===== config.mk =====
export PLATFORM = sky130hd
export DESIGN_NAME = nn_sram_arbiter
export DESIGN_NICKNAME = d
export VERILOG_FILES = /design/src/rtl/nn_mem_pkg.sv /design/src/rtl/nn_sram_arbiter_rr_pick3.sv /design/src/rtl/nn_sram_arbiter.sv
export SDC_FILE = /design/constraint.sdc
export NUM_CORES = 1
export LEC_CHECK = 0
export ABC_AREA = 1
export CAP_MARGIN = 30
export CORE_UTILIZATION = 34
export DETAILED_ROUTE_END_ITERATION = 8
export PLACE_DENSITY = 0.84
export SETUP_SLACK_MARGIN = 0.1
export SYNTH_ARGS = -nofsm -noshare
export SYNTH_HDL_FRONTEND = slang
export SYNTH_SLANG_ARGS = --single-unit

===== constraint.sdc =====
create_clock -name clk -period 3.1 [get_ports clk]
set_input_delay 0.31 -clock clk [delete_from_list [all_inputs] [get_ports clk]]
set_output_delay 0.31 -clock clk [all_outputs]
set_load 0.005 [all_outputs]

===== src/rtl/nn_mem_pkg.sv =====
// ============================================================================
// Module : nn_mem_pkg
// Brief  : Shared constants, requester ids and arbiter state encoding.
// Rev    : 1.0  initial release
// ============================================================================
`default_nettype none

package nn_mem_pkg;

    localparam int REQ_WGT = 0;
    localparam int REQ_INP = 1;
    localparam int REQ_OUT = 2;
    localparam int NREQ    = 3;

    typedef enum logic [1:0] {
        ST_IDLE  = 2'd0,
        ST_BURST = 2'd1,
        ST_DONE  = 2'd2
    } arb_state_t;

    function automatic logic [NREQ-1:0] onehot3(input logic [1:0] idx);
        onehot3 = 3'b001 << idx;
    endfunction

endpackage

`default_nettype wire


===== src/rtl/nn_sram_arbiter_rr_pick3.sv =====
// ============================================================================
// Module : rr_pick3
// Brief  : Combinational 3-way round-robin picker; first set req from ptr up.
// Rev    : 1.0  initial release
// ============================================================================
`default_nettype none

module rr_pick3
    import nn_mem_pkg::*;
(
    input  logic [NREQ-1:0] req,
    input  logic [1:0]      ptr,
    output logic            valid,
    output logic [1:0]      idx
);

    localparam logic [1:0] c_wgt = 2'(REQ_WGT);
    localparam logic [1:0] c_inp = 2'(REQ_INP);
    localparam logic [1:0] c_out = 2'(REQ_OUT);

    assign valid = |req;

    // idx is don't-care when valid is low; ptr never reaches 3
    always_comb begin
        idx = c_wgt;
        case (ptr)
            2'd1:    idx = req[REQ_INP] ? c_inp : (req[REQ_OUT] ? c_out : c_wgt);
            2'd2:    idx = req[REQ_OUT] ? c_out : (req[REQ_WGT] ? c_wgt : c_inp);
            default: idx = req[REQ_WGT] ? c_wgt : (req[REQ_INP] ? c_inp : c_out);
        endcase
    end

endmodule

`default_nettype wire


===== src/rtl/nn_sram_arbiter.sv =====
// ============================================================================
// Module : nn_sram_arbiter
// Brief  : Round-robin burst arbiter sharing one single-port SRAM among the
//          weight loader, input loader and output writer.
//          Optional per-requester beat counters: define NN_ARB_STATS_EN.
// Rev    : 1.0  initial release
// ============================================================================
`default_nettype none

module nn_sram_arbiter
    import nn_mem_pkg::*;
#(
    parameter int ADDR_W    = 10,
    parameter int DATA_W    = 16,
    parameter int BURST_MAX = 16,
    parameter int LEN_W     = $clog2(BURST_MAX + 1)
) (
    input  logic                   clk,
    input  logic                   rst,
    input  logic [NREQ-1:0]        req,
    input  logic [NREQ-1:0]        req_we,
    input  logic [NREQ*ADDR_W-1:0] req_addr,
    input  logic [NREQ*LEN_W-1:0]  req_len,
    input  logic [NREQ*DATA_W-1:0] req_wdata,
    output logic [NREQ-1:0]        gnt,
    output logic [NREQ-1:0]        wr_pop,
    output logic [NREQ-1:0]        rd_valid,
    output logic [DATA_W-1:0]      rd_data,
    output logic [NREQ-1:0]        done,
    output logic                   mem_en,
    output logic                   mem_we,
    output logic [ADDR_W-1:0]      mem_addr,
    output logic [DATA_W-1:0]      mem_wdata,
    input  logic [DATA_W-1:0]      mem_rdata,
    output logic [NREQ*16-1:0]     stat_beats
);

    arb_state_t          r_state;
    logic [1:0]          r_ptr;
    logic [NREQ-1:0]     r_gnt;
    logic                r_mem_en;
    logic                r_mem_we;
    logic [ADDR_W-1:0]   r_mem_addr;
    logic [LEN_W-1:0]    r_rem;
    logic [NREQ-1:0]     r_done;
    logic [NREQ-1:0]     r_rd_valid;

    logic                w_valid;
    logic [1:0]          w_idx;
    logic [LEN_W-1:0]    w_len_raw;
    logic [LEN_W-1:0]    w_len;
    logic [ADDR_W-1:0]   w_base;
    logic [DATA_W-1:0]   w_wdata;

    rr_pick3 u_pick (
        .req   (req),
        .ptr   (r_ptr),
        .valid (w_valid),
        .idx   (w_idx)
    );

    assign w_len_raw = req_len[w_idx*LEN_W +: LEN_W];
    assign w_len     = (w_len_raw > LEN_W'(BURST_MAX)) ? LEN_W'(BURST_MAX) : w_len_raw;
    assign w_base    = req_addr[w_idx*ADDR_W +: ADDR_W];

    always_comb begin
        w_wdata = '0;
        for (int i = 0; i < NREQ; i++) begin
            if (r_gnt[i]) begin
                w_wdata = w_wdata | req_wdata[i*DATA_W +: DATA_W];
            end
        end
    end

    // r_rem holds the beats still to issue after the one currently on the bus
    always_ff @(posedge clk) begin
        if (rst) begin
            r_state    <= ST_IDLE;
            r_ptr      <= 2'd0;
            r_gnt      <= '0;
            r_mem_en   <= 1'b0;
            r_mem_we   <= 1'b0;
            r_mem_addr <= '0;
            r_rem      <= '0;
            r_done     <= '0;
            r_rd_valid <= '0;
        end else begin
            r_done     <= '0;
            r_rd_valid <= r_gnt & {NREQ{r_mem_en & ~r_mem_we}};
            case (r_state)
                ST_IDLE: begin
                    if (w_valid) begin
                        r_ptr <= (w_idx == 2'(REQ_OUT)) ? 2'd0 : w_idx + 2'd1;
                        if (w_len == '0) begin
                            r_done  <= onehot3(w_idx);
                            r_state <= ST_DONE;
                        end else begin
                            r_gnt      <= onehot3(w_idx);
                            r_mem_en   <= 1'b1;
                            r_mem_we   <= req_we[w_idx];
                            r_mem_addr <= w_base;
                            r_rem      <= w_len - LEN_W'(1);
                            r_state    <= ST_BURST;
                        end
                    end
                end
                ST_BURST: begin
                    if (r_rem == '0) begin
                        r_gnt    <= '0;
                        r_mem_en <= 1'b0;
                        r_mem_we <= 1'b0;
                        r_done   <= r_gnt;
                        r_state  <= ST_DONE;
                    end else begin
                        r_mem_addr <= r_mem_addr + ADDR_W'(1);
                        r_rem      <= r_rem - LEN_W'(1);
                    end
                end
                ST_DONE: r_state <= ST_IDLE;
                default: r_state <= ST_IDLE;
            endcase
        end
    end

    assign gnt       = r_gnt;
    assign mem_en    = r_mem_en;
    assign mem_we    = r_mem_we;
    assign mem_addr  = r_mem_addr;
    assign mem_wdata = w_wdata;
    assign wr_pop    = r_gnt & {NREQ{r_mem_en & r_mem_we}};
    assign rd_valid  = r_rd_valid;
    assign rd_data   = mem_rdata;
    assign done      = r_done;

`ifdef NN_ARB_STATS_EN
    for (genvar i = 0; i < NREQ; i++) begin : g_stat
        logic [15:0] r_cnt;
        always_ff @(posedge clk) begin
            if (rst) begin
                r_cnt <= '0;
            end else if (r_mem_en && r_gnt[i] && (r_cnt != 16'hFFFF)) begin
                r_cnt <= r_cnt + 16'd1;
            end
        end
        assign stat_beats[i*16 +: 16] = r_cnt;
    end
`else
    assign stat_beats = '0;
`endif

endmodule

`default_nettype wire


==> flow_metrics.env, run 1 <==
export IMPL_grtUsageTotal=0.176
export IMPL_top_layer="met4"
export IMPL_port_buffers=140
export IMPL_hp_start="r_rem[0]$_SDFFE_PP0P_"
export IMPL_fin_crit_sh=0.849
export IMPL_crit_path_max_incr_delay_ns=0.36
export IMPL_slew_violations=0
export IMPL_crit_top_cell="inv_1"
export IMPL_dpl_hpwl_um=6590
export IMPL_ios=221
export IMPL_routedWlPerCell_um=11.6
export IMPL_cts_root_buf="clkbuf_8"
export IMPL_setup_tns_final_ns=0
export IMPL_worst_pin_slew_ns=0.690
export IMPL_grt_ovfl_total=0
export IMPL_cts_buffers=5
export IMPL_antenna_found_initial=0
export IMPL_wl_met1_um=2970
export IMPL_clock_sinks=30
export IMPL_viasPerCell=4.59
export IMPL_antennaDiodeCount=0
export IMPL_final_min_clock_period_ns=2.63
export IMPL_r2r_setup_slack_ns=0.47
export IMPL_wl_met2_um=4270
export IMPL_synth_warnings=0
export IMPL_rsz0062_at_grt="no"
export IMPL_power_leakage_nw=1.87
export IMPL_cts_setup_buffers=0
export IMPL_hold_viol=0
export IMPL_cap_violations=0
export IMPL_drc=0
export IMPL_startpoint_type="register"
export IMPL_setup_viol=0
export IMPL_async_reset_ff_frac=0
export IMPL_synth_area_mm2=0.00287
export IMPL_finClkSkew_ns=0.00645
export IMPL_antenna_left=0
export IMPL_rows=33
export IMPL_rr_worst_depth=17
export IMPL_worst_r2r_endpoint="r_rem[4]$_SDFFE_PP0P_"
export IMPL_dieWidth_um=93.8
export IMPL_worst_slack_ns=0.468
export IMPL_netlist_instances=475
export IMPL_grt_pass1_vias=2876
export IMPL_clock_latency_ns=0.27
export IMPL_die_area_mm2=0.00881
export IMPL_slowest_stage="ha_1"
export IMPL_cts_tree="yes"
export IMPL_crit_fanout=12
export IMPL_total_power_mw=3.16
export IMPL_h_tree_depth=2
export IMPL_end_kind="register"
export IMPL_grt_max_degree=26
export IMPL_status="finished clean"
export IMPL_clkTransAtPathRegs_ns=0.06
export IMPL_drt_initial_drc_count=92
export IMPL_cts_hold_buffers_added=0
export IMPL_vias=3209
export IMPL_synth_edf_count=0
export IMPL_syn_avg_cell_area_um2=6.04
export IMPL_min_to="r_rem[0]$_SDFFE_PP0P_"
export IMPL_wl_met3_um=626
export IMPL_synth_seq_area_share=0.209
export IMPL_worstPathRequired_ns=3.27
export IMPL_cts_repair_resized=0
export IMPL_fin_nets=714
export IMPL_initial_core_util=0.351
export IMPL_crit_type="register to register"
export IMPL_core_area_mm2=0.00818
export IMPL_cp_arrival_ns=2.81
export IMPL_clock_path_buffers=2
export IMPL_power_density_mw_per_mm2=764
export IMPL_drive_above_1_share=0.0522
export IMPL_reg2reg_from="r_ptr[0]$_SDFFE_PP0P_"
export IMPL_fillers=792
export IMPL_pre_cts_slack_ns=0.396
export IMPL_max_freq_mhz=380
export IMPL_final_util=0.507
export IMPL_syn_to_final_growth_pct=44.5
export IMPL_synth_cell_type_count=31
export IMPL_crit_path_cell_trace="inv_1 > ha_1 > inv_1 > nand3_1 > nand2_4 > nand2_4 > inv_2 > nand2_1 > nand2_1 > inv_1 > a21oi_1 > ha_1 > nand3_1 > o21bai_1 > nand3_1 > nand2_1 > inv_1"
export IMPL_gp_congestion=0.871
export IMPL_min_path_cells=2
export IMPL_hold_path_class="register to register"
export IMPL_drt_pass1_iter_count=4
export IMPL_synth_main_ff_cell="dfxtp_1"
export IMPL_drt_total_wl_um=8120
export IMPL_relSlewSlack=0.539
export IMPL_die_h_um=93.8
export IMPL_ys_ff_latch=30
export IMPL_vdd_drop_max_v=0.000307
export IMPL_grt_pass1_wl_um=12400
[how the worst max path moves through the flow]
| stage | startpoint | endpoint | cells past startpoint |
|---|---|---|---|
| 2_1_floorplan | r_ptr[0]$_SDFFE_PP0P_ | r_rem[4]$_SDFFE_PP0P_ | 16 |
| 3_3_place_gp | req[1] | r_rem[4]$_SDFFE_PP0P_ | 17 |
| 3_5_place_dp | req[2] | r_rem[4]$_SDFFE_PP0P_ | 18 |
| 4_1_cts | r_ptr[0]$_SDFFE_PP0P_ | r_rem[4]$_SDFFE_PP0P_ | 17 |
| 5_1_grt | r_ptr[0]$_SDFFE_PP0P_ | r_rem[4]$_SDFFE_PP0P_ | 17 |
| 6_report | r_ptr[0]$_SDFFE_PP0P_ | r_rem[4]$_SDFFE_PP0P_ | 17 |
[sequential cells by signal, indices dropped and copies added (netlist names)]
name      flops
done          3
gnt           3
mem_addr     10
mem_en        1
mem_we        1
r_ptr         2
r_rem         5
r_state       2
rd_valid      3
[synthesized netlist by cell type (all sizes together), types with 2 or more instances]
cell type | n | share of area
o22ai | 5 | 0.011
nand2 | 161 | 0.23
nor2 | 41 | 0.060
or2 | 4 | 0.0087
buf | 66 | 0.18
a22o | 6 | 0.018
o21bai | 2 | 0.0052
o31ai | 3 | 0.0079
clkinv | 2 | 0.0026
clkbuf | 14 | 0.018
xor2 | 8 | 0.024
a21oi | 14 | 0.024
inv | 42 | 0.055
o21ai | 16 | 0.028
a41oi | 2 | 0.0061
nand3 | 43 | 0.075
ha | 4 | 0.017
dfxtp | 30 | 0.21
nand4 | 2 | 0.0044
nor3 | 7 | 0.012
[where the power goes]
part | switching (mW) | internal, mW
clock | 0.144 | 0.179
sequential | 0.151 | 0.512
combinational | 1.22 | 0.958
total | 1.52 | 1.65
[layout by cell type, fill, tap and decap left out, drive strengths merged]
cell type and instances:
o31ai 3, o21bai 2, nor2 41, buf 4, clkdlybuf4s50 140, nand2 161, xor2 8, a21oi 14
clkbuf 7, or2 4, nand3 43, ha 4, a211oi 1, nor3 7, nand4 2, dfxtp 30
a22oi 1, conb 48, a22o 6, a41oi 2, clkinv 3, inv 42, o21ai 16, o22ai 5
[critical path: cells and delay by family, from the launching register on]
kind	cells	cell delay, ns
compound gates	2	0.35
simple gates	8	0.78
flops	1	0.34
buf+inv	5	0.48
fa+ha+maj	2	0.59
[routing by layer]
metal / GRT usage / up-vias
met4: 0.0782 / 0
met1: 0.175 / 1427
met3: 0.0348 / 31
met2: 0.346 / 129
li1: - / 1622
met5: 0 / -
[per-stage QoR]
stage	hold slack (ns)	cells	cell area, um2
final	0.492	699	4140
after global routing	0.527	699	4140
after CTS	0.491	699	4140
after detailed placement	0.478	691	4050
after global placement	0.470	691	4050
after floorplan	0.454	522	3040
[cells by family (layout without fill, tap and decap cells)]
kind of cell    count (synthesis)  after routing  synth area share
xor+xnor                        8              8            0.0244
fa+ha+maj                       4              4            0.0175
other cells                     1             48           0.00131
simple gates                  258            258             0.390
flops                          30             30             0.209
buf+inv                       124            196             0.251
compound gates                 50             50             0.106
[layout make-up]
type                       instances  area (um2)  share of cell area
clock inverter                     1        5.00             0.00121
tap                              105         131              0.0317
multi-input combinational        368        1720               0.416
inverter                          44         165              0.0399
clock buffer                       7        86.3              0.0208
timing repair buffer             144        1430               0.346
sequential                        30         601               0.145
(Power assumes the default switching activity.)
==> run 2: changes to the inputs <==
Clock period 3.1 ns to 2.7 ns, I/O delays scaled along.
==> run 2 against run 1 <==
  * Flip-flop and latch count stayed put
  * Count of clock-buffer cells in the layout is 1 lower
  * Die area stayed put
  * Clock skew hardly changed
  * Total power is 19% higher
  * Via count stayed put
  * Cell count is 0.72% higher
  * Sequential power is 15% higher
  * Design area is 1.5% higher
  * Critical path type unchanged
  * Critical endpoint unchanged
  * Largest cell class unchanged
  * Highest routed layer unchanged
==> flow_metrics.env, run 2 (synthesis gave the netlist of run 1 again) <==
export IMPL_setup_tns_final_ns=0
export IMPL_power_density_mw_per_mm2=895
export IMPL_hold_viol=0
export IMPL_syn_to_final_growth_pct=46.6
export IMPL_setup_viol=0
export IMPL_crit_path_cell_trace="inv_1 > ha_2 > inv_1 > nand3_2 > nand2_4 > nand2_4 > or2_1 > nand2_2 > nor2_1 > nor2_2 > ha_2 > nand3_1 > o21bai_1 > nand3_1 > nand2_1 > inv_1"
export IMPL_drc=0
export IMPL_worst_pin_slew_ns=0.698
export IMPL_r2r_setup_slack_ns=0.28
export IMPL_rr_worst_depth=16
export IMPL_slowest_stage="dfxtp_1"
export IMPL_grt_max_degree=26
export IMPL_die_area_mm2=0.00881
export IMPL_crit_fanout=6
export IMPL_worstPathRequired_ns=2.88
export IMPL_worstSetupStartpoint="r_ptr[0]$_SDFFE_PP0P_"
export IMPL_hp_start="mem_addr[4]$_SDFFE_PP0P_"
export IMPL_vias=3209
export IMPL_gp_congestion=0.868
export IMPL_hold_path_class="register to register"
export IMPL_port_buffers=140
export IMPL_crit_path_max_incr_delay_ns=0.34
export IMPL_end_kind="register"
export IMPL_initial_core_util=0.351
export IMPL_crit_type="register to register"
export IMPL_antennaDiodeCount=0
export IMPL_drive_above_1_share=0.0701
export IMPL_drt_initial_drc_count=164
export IMPL_slew_violations=0
export IMPL_h_tree_depth=2
export IMPL_status="finished clean"
export IMPL_finClkSkew_ns=0.00669
export IMPL_grt_ovfl_total=0
export IMPL_final_cell_area_mm2=0.00420
export IMPL_power_leakage_nw=1.90
export IMPL_ios=221
export IMPL_cp_arrival_ns=2.60
export IMPL_startpoint_type="register"
export IMPL_final_cell_mix="nand2_1, clkdlybuf4s50_1, conb_1"
export IMPL_max_freq_mhz=412
export IMPL_cts_tree="yes"
export IMPL_grtUsageTotal=0.178
export IMPL_grt_pass1_vias=2921
export IMPL_core_area_mm2=0.00818
export IMPL_cp_endpoint="r_rem[4]$_SDFFE_PP0P_"
export IMPL_clock_latency_ns=0.27
export IMPL_viasPerCell=4.56
export IMPL_die_h_um=93.8
export IMPL_clock_sinks=30
export IMPL_drt_total_wl_um=8330
export IMPL_antenna_found_initial=0
export IMPL_final_common_cell="nand2_1"
export IMPL_routedWlPerCell_um=11.8
export IMPL_final_min_clock_period_ns=2.42
export IMPL_largest_register_ffs=10
export IMPL_grt_pass1_wl_um=12500
export IMPL_antenna_left=0
export IMPL_placed_cells=693
export IMPL_worst_r2r_endpoint="r_rem[4]$_SDFFE_PP0P_"
export IMPL_clkTransAtPathRegs_ns=0.07
export IMPL_rows=33
export IMPL_fin_nets=719
export IMPL_finalNonFillerCells=704
export IMPL_reg2reg_from="r_ptr[0]$_SDFFE_PP0P_"
export IMPL_dpl_hpwl_um=6550
export IMPL_place_area_mm2=0.00407
export IMPL_rsz0062_at_grt="no"
export IMPL_dieWidth_um=93.8
export IMPL_drt_pass1_iter_count=4
export IMPL_cap_violations=0
export IMPL_clock_path_buffers=2
export IMPL_cts_buffers=5
export IMPL_fin_crit_sh=0.898
export IMPL_vdd_drop_max_v=0.000335
export IMPL_relSlewSlack=0.534
export IMPL_crit_top_cell="inv_1"
export IMPL_cts_root_buf="clkbuf_8"
run 2: critical path, delay by kind of cell (launching register included):
| kind | cells | cell delay (ns) |
|---|---|---|
| AOI/OAI and AO/OA | 1 | 0.13 |
| DFF | 1 | 0.34 |
| adders and majority gates | 2 | 0.54 |
| and+or+nand+nor | 10 | 1.12 |
| buffers and inverters | 3 | 0.20 |
run 2: metal layers:
metal	global-route usage	up-vias	part of all wire
li1	-	1639	-
met1	0.177	1435	0.37
met2	0.359	119	0.55
met3	0.0364	16	0.069
met4	0.0564	0	0.014
met5	0	-	0
run 2: what timing repair did:
action / CTS / global route
setup endpoints to repair: 0 / 2
hold buffers: 0 / 0
setup buffers: 0 / 2
gates resized for setup: 0 / 6
run 2: cell type report:
cell class                      count  area [um2]
Inverter                           44         165
Sequential cell                    30         601
Tap cell                          105         131
Fill cell                         784        3970
Clock buffer                        6        82.6
Multi-Input combinational cell    369        1750
Timing Repair Buffer              148        1460
Clock inverter                      2        12.5
run 2: report_power, final:
| group | internal, mW | switching, mW | leakage (nW) |
|---|---|---|---|
| registers | 0.588 | 0.176 | 0.247 |
| logic | 1.17 | 1.46 | 1.60 |
| clock network | 0.205 | 0.167 | 0.0472 |
run 2: through the flow:
stage	hold slack [ns]	power [mW]	utilization	worst slack (ns)
after detailed placement	0.483	3.29	0.497	0.100
after global placement	0.469	3.22	0.497	0.238
after global routing	0.536	4.14	0.514	0.0888
after CTS	0.493	3.67	0.509	0.169
after floorplan	0.454	2.47	-	0.433
final	0.493	3.76	0.514	0.275
run 2: worst min-delay path by stage:
stage          slack (ns)  cells after the start                       end
5_1_grt              0.54                      2  mem_addr[4]$_SDFFE_PP0P_
6_report             0.49                      2  mem_addr[4]$_SDFFE_PP0P_
2_1_floorplan        0.45                      2     r_rem[0]$_SDFFE_PP0P_
3_3_place_gp         0.47                      2     r_rem[0]$_SDFFE_PP0P_
3_5_place_dp         0.48                      2  mem_addr[4]$_SDFFE_PP0P_
4_1_cts              0.49                      2  mem_addr[4]$_SDFFE_PP0P_
